**src/rtl/fcmp_axis.sv**
```systemverilog
// fcmp_axis: AXI-Stream single-precision compare (EQ / LE / LT selected by OP).
// Each operand channel has a one-entry holding slot. When both slots are full,
// the pair issues into a LATENCY-deep pipeline that stalls on result backpressure.
module fcmp_axis #(
    parameter int unsigned OP      = 0,
    parameter int unsigned LATENCY = 2
) (
    input  logic        CLK,
    input  logic        reset,
    input  logic [31:0] s_axis_a_tdata,
    input  logic        s_axis_a_tvalid,
    output logic        s_axis_a_tready,
    input  logic [31:0] s_axis_b_tdata,
    input  logic        s_axis_b_tvalid,
    output logic        s_axis_b_tready,
    output logic [7:0]  m_axis_result_tdata,
    output logic        m_axis_result_tvalid,
    input  logic        m_axis_result_tready
);

    localparam int unsigned DW = 32;
    localparam int unsigned RW = 8;

    logic [DW-1:0]      a_q, a_d;
    logic [DW-1:0]      b_q, b_d;
    logic               full_a_q, full_a_d;
    logic               full_b_q, full_b_d;
    logic [LATENCY:1]   vld_q, vld_d;
    logic [LATENCY:1]   res_q, res_d;

    logic               advance_c;
    logic               issue_c;
    logic               a_nan_c, b_nan_c, both_zero_c;
    logic               eq_c, lt_c, cmp_c;

    // Slot readiness comes straight from the full flags.
    assign s_axis_a_tready      = !full_a_q;
    assign s_axis_b_tready      = !full_b_q;
    assign m_axis_result_tvalid = vld_q[LATENCY];
    assign m_axis_result_tdata  = RW'(res_q[LATENCY]);

    // Compare the held operands: NaN yields false, +0 and -0 are equal, otherwise sign-magnitude order.
    always_comb begin
        a_nan_c     = (a_q[30:23] == 8'hFF) && (a_q[22:0] != 23'd0);
        b_nan_c     = (b_q[30:23] == 8'hFF) && (b_q[22:0] != 23'd0);
        both_zero_c = (a_q[30:0] == 31'd0) && (b_q[30:0] == 31'd0);
        eq_c        = (a_q == b_q) || both_zero_c;
        if (a_q[31] != b_q[31]) begin
            lt_c = a_q[31] && !both_zero_c;
        end else if (a_q[31]) begin
            lt_c = a_q[30:0] > b_q[30:0];
        end else begin
            lt_c = a_q[30:0] < b_q[30:0];
        end
        if (OP == 0) begin
            cmp_c = eq_c;
        end else if (OP == 1) begin
            cmp_c = eq_c || lt_c;
        end else begin
            cmp_c = lt_c;
        end
        if (a_nan_c || b_nan_c) begin
            cmp_c = 1'b0;
        end
    end

    // Next state for the holding slots and the pipeline stages.
    always_comb begin
        advance_c = !(vld_q[LATENCY] && !m_axis_result_tready);
        issue_c   = full_a_q && full_b_q && advance_c;
        a_d       = a_q;
        b_d       = b_q;
        full_a_d  = full_a_q;
        full_b_d  = full_b_q;
        vld_d     = vld_q;
        res_d     = res_q;

        if (issue_c) begin
            full_a_d = 1'b0;
        end else if (!full_a_q && s_axis_a_tvalid) begin
            full_a_d = 1'b1;
            a_d      = s_axis_a_tdata;
        end

        if (issue_c) begin
            full_b_d = 1'b0;
        end else if (!full_b_q && s_axis_b_tvalid) begin
            full_b_d = 1'b1;
            b_d      = s_axis_b_tdata;
        end

        if (advance_c) begin
            vld_d[1] = issue_c;
            res_d[1] = issue_c && cmp_c;
            for (int i = 2; i <= int'(LATENCY); i++) begin
                vld_d[i] = vld_q[i-1];
                res_d[i] = res_q[i-1];
            end
        end
    end

    // State register with synchronous reset.
    always_ff @(posedge CLK) begin
        if (reset) begin
            a_q      <= '0;
            b_q      <= '0;
            full_a_q <= 1'b0;
            full_b_q <= 1'b0;
            vld_q    <= '0;
            res_q    <= '0;
        end else begin
            a_q      <= a_d;
            b_q      <= b_d;
            full_a_q <= full_a_d;
            full_b_q <= full_b_d;
            vld_q    <= vld_d;
            res_q    <= res_d;
        end
    end

endmodule

```
**config.mk**
```make
export PLATFORM = sky130hd
export DESIGN_NAME = fcmp_axis
export DESIGN_NICKNAME = d
export VERILOG_FILES = /design/src/rtl/fcmp_axis.sv
export SDC_FILE = /design/constraint.sdc
export NUM_CORES = 1
export LEC_CHECK = 0
export BUFFER_PORTS_ARGS = -buffer_cell sky130_fd_sc_hd__buf_2
export CORE_UTILIZATION = 35
export DETAILED_ROUTE_END_ITERATION = 10
export MAX_ROUTING_LAYER = met4
export PLACE_DENSITY_LB_ADDON = 0.08
export SYNTH_ARGS = -nofsm -noshare
export SYNTH_HDL_FRONTEND = slang
export SYNTH_SLANG_ARGS = --single-unit
```
**constraint.sdc**
```tcl
create_clock -name CLK -period 2.65 [get_ports CLK]
set_clock_uncertainty 0.05 [all_clocks]
set_input_delay 0.53 -clock CLK [delete_from_list [all_inputs] [get_ports CLK]]
set_output_delay 0.53 -clock CLK [all_outputs]
set_load 0.02 [all_outputs]
```
==> key figures <==
Clock tree
  – Clock buffer depth: 2
  – Clock transition at the registers of the reported paths: ~70 ps
  – Post CTS Setup Buffer Count: 0
  – CTS tree: yes
  – Clk sink count: 70
  – Clock Latency Late Sink: ~340 ps
  – CTS Buf Count: 9
  – Post_cts resized: 0
  – CTS Root Cell: clkbuf_8
  – Htree depth: 3
  – CTS Hold Bufs: 0

Drt
  – Routed vias/inst: 4.84
  – Via count: about 2700
  – # DRC: 0
  – WL per Instance: around 14 um
  – Routed wire length: between 7 and 8 mm
  – Initial drt markers: approximately 100
  – Antenna viol nets, final: 0
  – DR pass1 iterations: 4

Pwr
  – Seq pwr share: a little over half
  – Net Sw Frac: between 20% and 30%
  – Leak: approximately 1.4 nW
  – Peak supply drop: 0.000256 V
  – Internal Pwr Total: between 1.5 and 2 mW
  – P_sw: 632 uW
  – PD cells: around 620 nW/um^2
  – Logic pwr share: between 10% and 20%
  – Clock power frac: 32.5%

Logic synthesis
  – Avg Cell Area, Syn: between 7 and 8 um^2
  – Post-synth top area cell: dfxtp_1
  – Synth Warn #: 0
  – Post-synthesis register bit count: 70
  – Synthesized instance count: around 390
  – Mapped cell area: about 3000 um^2
  – Sequential share of the synthesized area: 46.2%
  – Synth unique cells: 19
  – Synth top area cells: dfxtp_1 46%, nand2_1 17%, a21oi_1 11%
  – Yosys top cell area share: 46.2%

Floorplanning
  – Initial core utilization: 36.5%
  – # rows: 33
  – Number of I/O pins: 80
  – Core area: 8300 um^2
  – Die X: between 90 and 100 um
  – Die Ht: 95.1 um
  – Die area: about 9000 um^2

Cells and area
  – FILL cells: 884
  – Inserted Diodes: 0
  – Final nets: 526
  – Layout cells sized above 1: approximately a fifth
  – P&R area growth vs syn: 18.9%

Setup path
  – Cell breakdown of the critical path: nor4_1 -> nand4_1 -> nor4_1 -> a21oi_1 -> o32ai_1
  – Arrival time at the worst endpoint: between 1500 and 2000 ps
  – Worst Path Required: around 2900 ps
  – Reg-to-reg endpoint: res_q[1]
  – Crit-path max cell delay: 420 ps
  – Worst path most repeated cell: nor4_1
  – Worst setup SP type: register
  – Setup CP Type: reg2reg
  – Max stage delay cell, worst path: nor4_1
  – CP endpoint kind: register
  – CP Max Fanout: 3
  – R2R Setup Slk: between 1000 and 1500 ps
  – R2R depth: 5
  – RR Startpoint: a_q[15]

GRT
  – Initial antenna violation count: 0
  – Tot GR Track Use: 19.8%
  – First-pass GRT wire length: between 10 and 15 mm
  – Total grt overflow: 0
  – Vias in the first global route: ~2600
  – Largest net degree at the start of global routing: 33

Hold path
  – WHS Endpoint: a_q[16]
  – Hold path startpoint: s_axis_a_tdata[16]
  – WHS Path Cells: 3
  – Hold crit path type: in2reg

STA
  – Setup_tns: 0 ps
  – Max-slew violation count: 0
  – Slew HR: 59.9%
  – Slew @ Worst Pin: 601 ps
  – Final setup fails: 0
  – Final hold vios: 0
  – Final min period: 1570 ps
  – Fmax: 0.638 GHz
  – Final Hold Slack: approximately 370 ps
  – Period Utilization, post-route: 59.1%
  – Unrepaired setup endpoints after global routing: false

Outcome
  – Status: finished clean

Placement
  – HPWL after DPL: roughly 5.8 mm
  – GPL Wtd Cong: approximately 0.80
  – I/O Buffers: 72

Run
  – Max_cap viols: 0
==> how the worst max path moves through the flow <==
stage	to	slack, ps	from	cells past startpoint
after global routing	b_q[20]	940	full_b_q	4
after detailed placement	b_q[9]	800	s_axis_b_tvalid	5
final	res_q[1]	1080	a_q[15]	5
after floorplan	res_q[1]	1340	reset	3
after global placement	b_q[3]	860	s_axis_b_tvalid	5
after CTS	res_q[1]	1040	a_q[15]	5
==> cell type report <==
type / instances / area, um^2 / share of cell area [%]
clock buffers: 12 / 145 / 4.02
clock inverters: 2 / 10.0 / 0.277
inverters: 3 / 11.3 / 0.312
multi-input cells: 295 / 1490 / 41.3
flip-flops and latches: 70 / 1400 / 38.8
well taps: 105 / 131 / 3.64
repair buffers: 78 / 418 / 11.6
==> per-stage QoR <==
stage | setup WS [ps] | total power [mW] | utilization (%) | instances | area [um^2]
after CTS | 1040 | 2.28 | 43.5 | 565 | 3610
after detailed placement | 800 | 1.55 | 41.6 | 551 | 3450
after global routing | 937 | 2.38 | 43.5 | 565 | 3610
final | 1080 | 2.25 | 43.5 | 565 | 3610
after global placement | 858 | 1.54 | 41.6 | 551 | 3450
after floorplan | 1340 | 1.43 | - | 398 | 3060
==> kinds of logic after synthesis <==
| group | Yosys count | share of synthesized area, % |
|---|---|---|
| DFF | 70 | 46.2 |
| buffers and inverters | 33 | 5.57 |
| and+or+nand+nor | 186 | 27.2 |
| AOI/OAI and AO/OA | 70 | 11.7 |
| other | 1 | 0.124 |
| xor gates and xnor gates | 32 | 9.24 |
==> cell usage after synthesis <==
cell,number
nor4_2,4
o21ai_0,2
clkbuf_1,10
buf_2,12
nor3_1,5
inv_1,3
nand3_1,2
nor2_1,7
dfxtp_1,70
nor2b_1,3
nand4_1,16
buf_4,8
a21oi_1,67
nor4_1,13
o32ai_1,1
nand2b_1,1
xnor2_1,32
nand2_1,135
conb_1,1
==> metal layers <==
metal	vias to the layer above	global-route usage, %	routed length [um]
li1	1423	-	-
met1	1233	26.9	4000
met2	69	28.9	3580
met5	-	-	0
met4	0	8.33	80
met3	9	3.35	320
==> worst max-delay path, delay by kind of cell, from the launching register on <==
family	cells	cell delay, ps
flip-flops	1	350
AND/OR/NAND/NOR	3	890
AO/OA/AOI/OAI	2	190
==> cells in the final DEF (no fill, tap or decap) <==
| cell | n |
|---|---|
| o32ai_1 | 1 |
| a21oi_1 | 67 |
| nor4_2 | 4 |
| buf_4 | 5 |
| conb_1 | 7 |
| nand4_1 | 16 |
| nand3_1 | 2 |
| nor3_1 | 5 |
| dfxtp_1 | 70 |
| clkbuf_1 | 2 |
| o21ai_0 | 2 |
| buf_12 | 1 |
| nor2b_2 | 2 |
| nor2b_1 | 1 |
| nand2b_1 | 1 |
| buf_2 | 72 |
| nand2_1 | 135 |
| nor2_1 | 7 |
| nor4_1 | 13 |
| xnor2_1 | 32 |
| clkinv_2 | 2 |
| clkbuf_8 | 10 |
| inv_1 | 3 |
==> sequential cells by signal, indices dropped and copies added (netlist names) <==
signal,count
vld_q,2
full_a_q,1
b_q,32
a_q,32
res_q,2
full_b_q,1
==> power groups by stage <==
stage	clock (mW)	sequential, mW	combinational (mW)
4_1_cts	0.753	1.18	0.345
6_report	0.731	1.18	0.340
3_3_place_gp	0	1.20	0.340
3_5_place_dp	0	1.21	0.343
2_1_floorplan	0	1.19	0.240
5_1_grt	0.803	1.19	0.384
No activity file was read; power rests on OpenSTA's default activity.
